[config.mk]
export PLATFORM = sky130hd
export DESIGN_NAME = stream_dot_mac_flat
export DESIGN_NICKNAME = d
export VERILOG_FILES = /design/src/rtl/stream_dot_mac_if.sv /design/src/rtl/stream_dot_mac.sv /design/src/flat_wrapper.sv
export SDC_FILE = /design/constraint.sdc
export NUM_CORES = 2
export LEC_CHECK = 0
export CAP_MARGIN = 20
export CORE_MARGIN = 1
export CORE_UTILIZATION = 35
export CTS_CLUSTER_SIZE = 20
export DETAILED_ROUTE_END_ITERATION = 10
export SYNTH_ARGS = -nofsm -noshare
export SYNTH_HDL_FRONTEND = slang
export SYNTH_SLANG_ARGS = --single-unit
[constraint.sdc]
create_clock -name clk -period 8.7 [get_ports clk]
set_input_delay 2.61 -clock clk [delete_from_list [all_inputs] [get_ports clk]]
set_output_delay 2.61 -clock clk [all_outputs]
set_load 0.02 [all_outputs]
[src/rtl/stream_dot_mac_if.sv]
// Streaming bundle for the dot-product MAC: one word in per cycle, one
// registered result (or an abort pulse) out.
interface stream_dot_mac_if #(
    parameter int W = 32
);
    logic         validi;
    logic [W-1:0] data_in;
    logic         valido;
    logic [W-1:0] data_out;
    logic         overflow;
    logic         abort;

    modport master (
        output validi, data_in,
        input  valido, data_out, overflow, abort
    );

    modport slave (
        input  validi, data_in,
        output valido, data_out, overflow, abort
    );
endinterface

[src/rtl/stream_dot_mac.sv]
// Streaming multiply-accumulate: frame a0,b0,...,a(T-1),b(T-1),c yields
// sum(ai*bi)+c, with optional signed arithmetic and saturation.
module stream_dot_mac #(
    parameter int W      = 32,
    parameter int TERMS  = 2,
    parameter int SIGNED = 0,
    parameter int SAT    = 0
) (
    input logic            clk,
    input logic            rst,
    stream_dot_mac_if.slave strm
);
    localparam int L    = 2 * TERMS + 1;
    localparam int IDXW = $clog2(L);
    localparam int PW   = 2 * W + 2;
    localparam int ACCW = 2 * W + $clog2(TERMS) + 2;

    localparam logic [IDXW-1:0]        LAST = IDXW'(L - 1);
    localparam logic signed [ACCW-1:0] ONE  = ACCW'(1);
    localparam logic signed [ACCW-1:0] MAXV = (SIGNED != 0) ? (ONE <<< (W - 1)) - ONE
                                                            : (ONE <<< W) - ONE;
    localparam logic signed [ACCW-1:0] MINV = (SIGNED != 0) ? -(ONE <<< (W - 1))
                                                            : ACCW'(0);

    typedef enum logic {
        IDLE,
        COLLECT
    } state_t;

    state_t                  state_q;
    logic [IDXW-1:0]         idx_q;
    logic signed [ACCW-1:0]  acc_q;
    logic [W-1:0]            aOp_q;
    logic                    valid_q;
    logic                    abort_q;
    logic                    ovf_q;
    logic [W-1:0]            data_q;

    logic signed [PW-1:0]    opA;
    logic signed [PW-1:0]    opB;
    logic signed [PW-1:0]    prod;
    logic signed [ACCW-1:0]  prodExt;
    logic signed [ACCW-1:0]  sumFinal;
    logic [W-1:0]            data_d;
    logic                    ovf_d;

    // Operands are widened by one bit so a single signed multiplier serves
    // both the signed and the unsigned configuration.
    always_comb begin
        opA      = (SIGNED != 0) ? PW'($signed(aOp_q))        : PW'($unsigned(aOp_q));
        opB      = (SIGNED != 0) ? PW'($signed(strm.data_in)) : PW'($unsigned(strm.data_in));
        prod     = opA * opB;
        prodExt  = ACCW'(prod);
        sumFinal = acc_q + ACCW'(opB);
        ovf_d    = (sumFinal > MAXV) || (sumFinal < MINV);
        if ((SAT != 0) && ovf_d) begin
            data_d = (sumFinal > MAXV) ? MAXV[W-1:0] : MINV[W-1:0];
        end else begin
            data_d = sumFinal[W-1:0];
        end
    end

    // Even word positions hold the pending a operand, odd positions fold
    // a*b into the accumulator, and the final position adds c and publishes.
    always_ff @(posedge clk or posedge rst) begin
        if (rst) begin
            state_q <= IDLE;
            idx_q   <= '0;
            acc_q   <= '0;
            aOp_q   <= '0;
            valid_q <= 1'b0;
            abort_q <= 1'b0;
            ovf_q   <= 1'b0;
            data_q  <= '0;
        end else begin
            valid_q <= 1'b0;
            abort_q <= 1'b0;
            case (state_q)
                IDLE: begin
                    if (strm.validi) begin
                        aOp_q   <= strm.data_in;
                        idx_q   <= IDXW'(1);
                        state_q <= COLLECT;
                    end
                end
                COLLECT: begin
                    if (!strm.validi) begin
                        acc_q   <= '0;
                        idx_q   <= '0;
                        state_q <= IDLE;
                        abort_q <= 1'b1;
                    end else if (idx_q == LAST) begin
                        data_q  <= data_d;
                        ovf_q   <= ovf_d;
                        valid_q <= 1'b1;
                        acc_q   <= '0;
                        idx_q   <= '0;
                        state_q <= IDLE;
                    end else begin
                        if (idx_q[0]) begin
                            acc_q <= acc_q + prodExt;
                        end else begin
                            aOp_q <= strm.data_in;
                        end
                        idx_q <= idx_q + 1'b1;
                    end
                end
                default: begin
                    state_q <= IDLE;
                    idx_q   <= '0;
                    acc_q   <= '0;
                end
            endcase
        end
    end

    assign strm.valido   = valid_q;
    assign strm.abort    = abort_q;
    assign strm.overflow = ovf_q;
    assign strm.data_out = data_q;
endmodule

[src/flat_wrapper.sv]
// flat-port wrapper written by rule: the top's interface ports become plain ports
module stream_dot_mac_flat 
#(
    parameter int W      = 32,
    parameter int TERMS  = 2,
    parameter int SIGNED = 0,
    parameter int SAT    = 0
)
  (clk, rst, strm_validi, strm_data_in, strm_valido, strm_data_out, strm_overflow, strm_abort);
  stream_dot_mac_if #(.W(W)) strm_i ();
  input logic clk;
  input logic rst;
  input wire logic [$bits(strm_i.validi)-1:0] strm_validi;
  input wire logic [$bits(strm_i.data_in)-1:0] strm_data_in;
  output wire logic [$bits(strm_i.valido)-1:0] strm_valido;
  output wire logic [$bits(strm_i.data_out)-1:0] strm_data_out;
  output wire logic [$bits(strm_i.overflow)-1:0] strm_overflow;
  output wire logic [$bits(strm_i.abort)-1:0] strm_abort;
  assign strm_i.validi = strm_validi;
  assign strm_i.data_in = strm_data_in;
  assign strm_valido = strm_i.valido;
  assign strm_data_out = strm_i.data_out;
  assign strm_overflow = strm_i.overflow;
  assign strm_abort = strm_i.abort;
  stream_dot_mac #(.W(W), .TERMS(TERMS), .SIGNED(SIGNED), .SAT(SAT)) u_core (.clk(clk), .rst(rst), .strm(strm_i));
endmodule
# Word level (Yosys, flattened, before mapping)
# Cells that the tools add are included.
dict set report word_totals {
  output_inout_bits 35
  in_bits 35
  wordCells 46
  reg_bits 138
}
dict set report op_classes {
  bitwise_logic 1
  mux 21
  mul 1
  n_lt_le_gt_ge 2
  reduce_logical 4
  eq_ne 6
  n_addsub 3
}
# cell count
set ops {}
lappend ops {{$mux W67} 3}
lappend ops {{$mux W32} 4}
lappend ops {{$add A67 B33 Y67} 1}
lappend ops {{$add A67 B66 Y67} 1}
lappend ops {{$gt A67 B33 Y1 const B} 1}
lappend ops {{$lt A67 B1 Y1 const B} 1}
lappend ops {{$mul A32 B32 Y64} 1}
lappend ops {{$pmux W32 S2} 1}
lappend ops {{$mux W3} 3}
lappend ops {{$mux W1} 8}
lappend ops {{$ne A2 B2 Y1 const B} 4}
lappend ops {{$pmux W3 S2} 1}
lappend ops {{$reduce_and A4 Y1} 1}
lappend ops {{$add A3 B1 Y3 const B} 1}
lappend ops {{$eq A3 B3 Y1 const B} 1}
lappend ops {{$ne A3 B1 Y1 const B} 1}
lappend ops {{$reduce_and A3 Y1} 1}
lappend ops {{$pmux W1 S2} 1}
lappend ops {{$reduce_and A2 Y1} 1}
lappend ops {{$logic_or A1 B1 Y1} 1}
lappend ops {{$not A1 Y1} 1}

# Longest topological paths before layout
dict set report depth {
  depth_word 5
  mapped_depth 41
  ltp_nobuf 39
}

# Least setup slack after synthesis
# Ideal clock, no wire load.
dict set report synth_path {
  path_kind {input to register}
  startpoint {input strm_data_in[2]}
  endpoint {register u_core.acc_q[61]}
  slack_ns -2.723
  required_time_ns 8.631
  setup_time_ns 0.069
  arrival_ns 11.354
  cell_stages 38
  path_buffers 2
  path_cell_list {clkbuf_1 > and2_1 > fa_1 > inv_1 > fa_1 > fa_1 > fa_1 > inv_1 > fa_1 > inv_1 > fa_1 > inv_1 > fa_1 > fa_1 > ha_1 > a21o_1 > a21o_1 > a21o_1 > (+2 left out) > a31oi_1 > a211oi_1 > o31a_1 > a21oi_1 > xnor2_1 > ha_1 > clkbuf_1 > nand2_1 > o21ai_0 > nor3_1 > o211ai_1 > o211ai_1 > o21ai_1 > a211oi_1 > o31ai_2 > a31oi_1 > or4_1 > nand3_1}
}
dict set report synth_via {
  elab_chain_len 5
}
# item line
set synth_rtl {}
lappend synth_rtl {{from (decl)} flat_wrapper.sv:14} ;# input wire logic [$bits(strm_i.data_in)-1:0] strm_data_in;
lappend synth_rtl {{$mul A32 B32 Y64} stream_dot_mac.sv:52} ;# prod = opA * opB;
lappend synth_rtl {{$add A67 B66 Y67} stream_dot_mac.sv:101} ;# acc_q <= acc_q + prodExt;
lappend synth_rtl {{$mux W67} stream_dot_mac.sv:100} ;# if (idx_q[0]) begin
lappend synth_rtl {{$mux W67} stream_dot_mac.sv:92} ;# end else if (idx_q == LAST) begin
lappend synth_rtl {{$mux W67} stream_dot_mac.sv:87} ;# if (!strm.validi) begin
lappend synth_rtl {{to (signal assigned)} stream_dot_mac.sv:101}
lappend synth_rtl {{to (decl)} stream_dot_mac.sv:32} ;# logic signed [ACCW-1:0] acc_q;
# No other way between the ends. The select of a mux whose other input is x is not followed.
# A chain may end at the register's enable or synchronous reset.

# Worst setup path after layout
dict set report layout_path {
  startpoint {input strm_data_in[2]}
  endpoint {register u_core.acc_q[66]}
}
# Same word-level chain as after synthesis.

==> out/metrics.yaml <==
run_status:
  outcome: "finished with violations"
  violations: "negative setup slack"
min_path:
  worst_hold_path.endpoint: "u_core.strm.data_out[25]$_DFFE_PP0P_"
  whs_path_depth: 2
  hp-start: "u_core.strm.data_out[25]$_DFFE_PP0P_"
  worstHoldPathType: "flop to flop"
sta:
  hold_viol_final: 0
  setup_viol: 56
  rsz0062_at_grt: "true"
  min_period_over_period_pct: 131
  fmax_ghz: 0.0880
  period_minus_slack_ns: 11.37
  relSlewSlack_pct: 39.0
  finalMaxSlewViolations: 0
  clock_skew_ns: 0.0222
  tightest_slew_ns: 0.911
  timing.final.ws_setup_ns: -2.67
worst_setup_path:
  criticalPathCategory: "input pin to flop"
  r2r_setup_slack_ns: -1.02
  r2r-end: "u_core.acc_q[66]$_DFFE_PP0P_"
  rr_worst_depth: 35
  crit-reg2reg-launch: "u_core.aOp_q[11]$_DFFE_PP0P_"
  worst_path_most_repeated_cell: "fa_1"
  cp_slowest_cell: "fa_2"
  worstPathMaxFanout: 7
  critPathArrivalTime_ns: 11.70
  start_kind: "input pin"
  cp_data_required_time_ns: 9.04
  max_stage_delay_ns: 0.65
  endpoint_kind: "flop"
global_route:
  grt_use_met1_pct: 33.3
  overflow: 0
  grt_pass1_wl_mm: 229
  grt_max_degree: 65
  grt_antenna_before_repair: 2
  grt.total_usage_pct: 22.9
  grt_use_met2_pct: 36.1
  grt_pass1_vias: 40286
  grt.busiest_layer: "met2"
  grt_use_met3_pct: 3.15
die:
  die_w_um: 359
  core_mm2: 0.126
  die_area_mm2: 0.129
  die_h_um: 359
  ios: 70
  placementRows: 130
  start_util_pct: 35.3
synth:
  yosysUniqueCellTypes: 82
  ys_seq_area_share_pct: 7.76
  synth-async-reset-ratio_pct: 100
  syn_area_per_cell_um2: 8.74
  syn_nets: 6387
  yosys.area.top_type: "fa_1"
  yosys-top-cells-area: "fa_1 (40%), ha_1 (10%), inv_1 (7.9%), dfrtp_1 (7.8%), and2_1 (6.8%)"
  ys_ff_latch: 138
  yosysWarnings: 0
  synth_edf_count: 0
  yosysTopAreaCellShare_pct: 40.4
  synth_flop_cell: "dfrtp_1"
  netlist_area_mm2: 0.0445
  synthCells: 5091
clock_network:
  clock_sinks: 138
  cts_max_level: 4
  cts_max_path_buffers: 2
  clkLatencyLatePin_ns: 0.49
  cts_tree: "yes"
  numCtsBuffers: 17
  clk_pin_slew_ns: 0.07
  cts_root_buf: "clkbuf_16"
routing:
  drt_iter0_markers: 2661
  drt-pass1-iter-count: 5
  ant_nets: 0
  routedWlPerCell_um: 19.3
  viasPerCell: 5.12
  drt_wl_total_mm: 143
  num_vias: 37831
  drc_errors: 0
placed_design:
  dp_worst_setup_slack_ns: -3.61
  gp_congestion: 0.923
  detailed_place_hpwl_mm: 114
  io_buffers: 69
final_layout:
  fin_nets: 7030
  syn_to_final_growth_pct: 29.1
  antenna_cells: 0
  drive_above_1_share_pct: 24.4
job:
  drv_cap: 0
-- cell usage after synthesis (12+ instances only) --
| library cell | number |
|---|---|
| inv_1 | 934 |
| fa_1 | 898 |
| nand2_1 | 765 |
| and2_1 | 481 |
| ha_1 | 363 |
| clkbuf_1 | 256 |
| o21ai_0 | 178 |
| a21oi_1 | 173 |
| dfrtp_1 | 138 |
| nor2_1 | 106 |
| xnor2_1 | 90 |
| a21o_1 | 84 |
| xor2_1 | 67 |
| nand3_1 | 53 |
| nand4_1 | 47 |
| a31oi_1 | 35 |
| mux2_2 | 33 |
| nor3_1 | 31 |
| a211oi_1 | 26 |
| o21a_1 | 26 |
| and3_1 | 25 |
| nand2b_1 | 19 |
| o21bai_1 | 19 |
| buf_2 | 15 |
| nor2b_1 | 15 |
| o31ai_1 | 15 |
| o211ai_1 | 13 |
| or2_2 | 12 |
-- layer usage --
layer / routed length, um / up-vias
met4: 2910 / 0
met3: 9450 / 159
met5: 0 / -
met1: 64900 / 19566
met2: 65400 / 1029
li1: - / 17077
-- final cells by class --
class                   instances  area [um^2]
clock inverters                14          210
inverters                     934         3510
well taps                    1650         2060
multi-input cells            3738        39100
fillers                     11983        68500
flip-flops and latches        138         3450
clock buffers                  17          425
repair buffers                905         8650
-- worst max-delay path: cells and delay by family --
family | cells | cell delay, ns
AO/OA/AOI/OAI | 12 | 2.37
XOR/XNOR | 2 | 0.30
adder cells (fa/ha/maj) | 10 | 4.74
buffers and inverters | 6 | 0.42
AND/OR/NAND/NOR | 7 | 1.22
-- worst max-delay path by stage --
stage,start,end
floorplan,strm_data_in[7],u_core.acc_q[66]$_DFFE_PP0P_
global placement,strm_data_in[10],u_core.acc_q[59]$_DFFE_PP0P_
detailed placement,strm_data_in[7],u_core.acc_q[64]$_DFFE_PP0P_
CTS,strm_data_in[7],u_core.acc_q[64]$_DFFE_PP0P_
global route,strm_data_in[7],u_core.acc_q[59]$_DFFE_PP0P_
finish,strm_data_in[2],u_core.acc_q[66]$_DFFE_PP0P_
-- what timing repair did --
item	4_1_cts	5_1_grt
hold buffers	0	0
gates cloned	22	1
setup endpoints to repair	57	56
resized for setup	478	259
pin swaps	259	186
setup buffers	90	54
-- state kept, by name, indices dropped and copies added, names as in the netlist --
register              cells
u_core.strm.valido        1
u_core.strm.data_out     32
u_core.idx_q              3
u_core.acc_q             67
u_core.strm.abort         1
u_core.state_q            1
u_core.aOp_q             32
u_core.strm.overflow      1
-- cells by family after synthesis --
logic type	share of synthesized area, %
AND/OR/NAND/NOR	17.6
adder cells (fa/ha/maj)	50.6
buffers and inverters	10.3
AO/OA/AOI/OAI	9.68
XOR/XNOR	3.09
flip-flops	7.76
multiplexers	0.948
-- through the flow --
stage | hold slack (ns) | area (um^2) | cells | utilization [%] | setup TNS, ns
finish | 0.482 | 57400 | 7396 | 45.6 | -100.41
global route | 0.497 | 57400 | 7396 | 45.6 | -114.26
CTS | 0.489 | 55900 | 7356 | 44.4 | -95.20
detailed placement | 0.473 | 52400 | 7217 | 41.7 | -153.16
global placement | 0.457 | 52400 | 7217 | 41.7 | -153.31
floorplan | 0.464 | 45200 | 5091 | - | -71.64
-- cells in the final DEF (no fill, tap or decap), types with 14 or more instances in the layout --
| cell type | Yosys | final |
|---|---|---|
| inv_1 | 934 | 904 |
| fa_1 | 898 | 833 |
| nand2_1 | 765 | 748 |
| buf_4 | 1 | 665 |
| and2_1 | 481 | 425 |
| ha_1 | 363 | 319 |
| dfrtp_1 | 138 | 138 |
| a21oi_1 | 173 | 125 |
| o21ai_0 | 178 | 103 |
| nor2_1 | 106 | 87 |
| buf_6 | 0 | 87 |
| a21o_1 | 84 | 84 |
| buf_12 | 0 | 70 |
| fa_2 | 0 | 65 |
| xnor2_1 | 90 | 59 |
| xor2_1 | 67 | 56 |
| and2_4 | 0 | 56 |
| o21ai_1 | 5 | 53 |
| nand4_1 | 47 | 47 |
| nand3_1 | 53 | 46 |
| clkdlybuf4s50_1 | 0 | 38 |
| a21oi_2 | 0 | 36 |
| ha_4 | 0 | 36 |
| mux2_2 | 33 | 33 |
| inv_2 | 0 | 28 |
| nor3_1 | 31 | 26 |
| o21a_1 | 26 | 25 |
| xnor2_2 | 0 | 20 |
| o21ai_2 | 1 | 19 |
| a31oi_1 | 35 | 18 |
| clkbuf_16 | 0 | 18 |
| a211oi_1 | 26 | 17 |
| o21bai_1 | 19 | 17 |
| and3_1 | 25 | 16 |
| nand2b_1 | 19 | 16 |
| nand2_2 | 2 | 15 |
| a31oi_4 | 0 | 14 |
| nor2_2 | 0 | 14 |
Power is not shown: default switching activity piles up to over one toggle a cycle in this logic, so the estimate is an artifact.
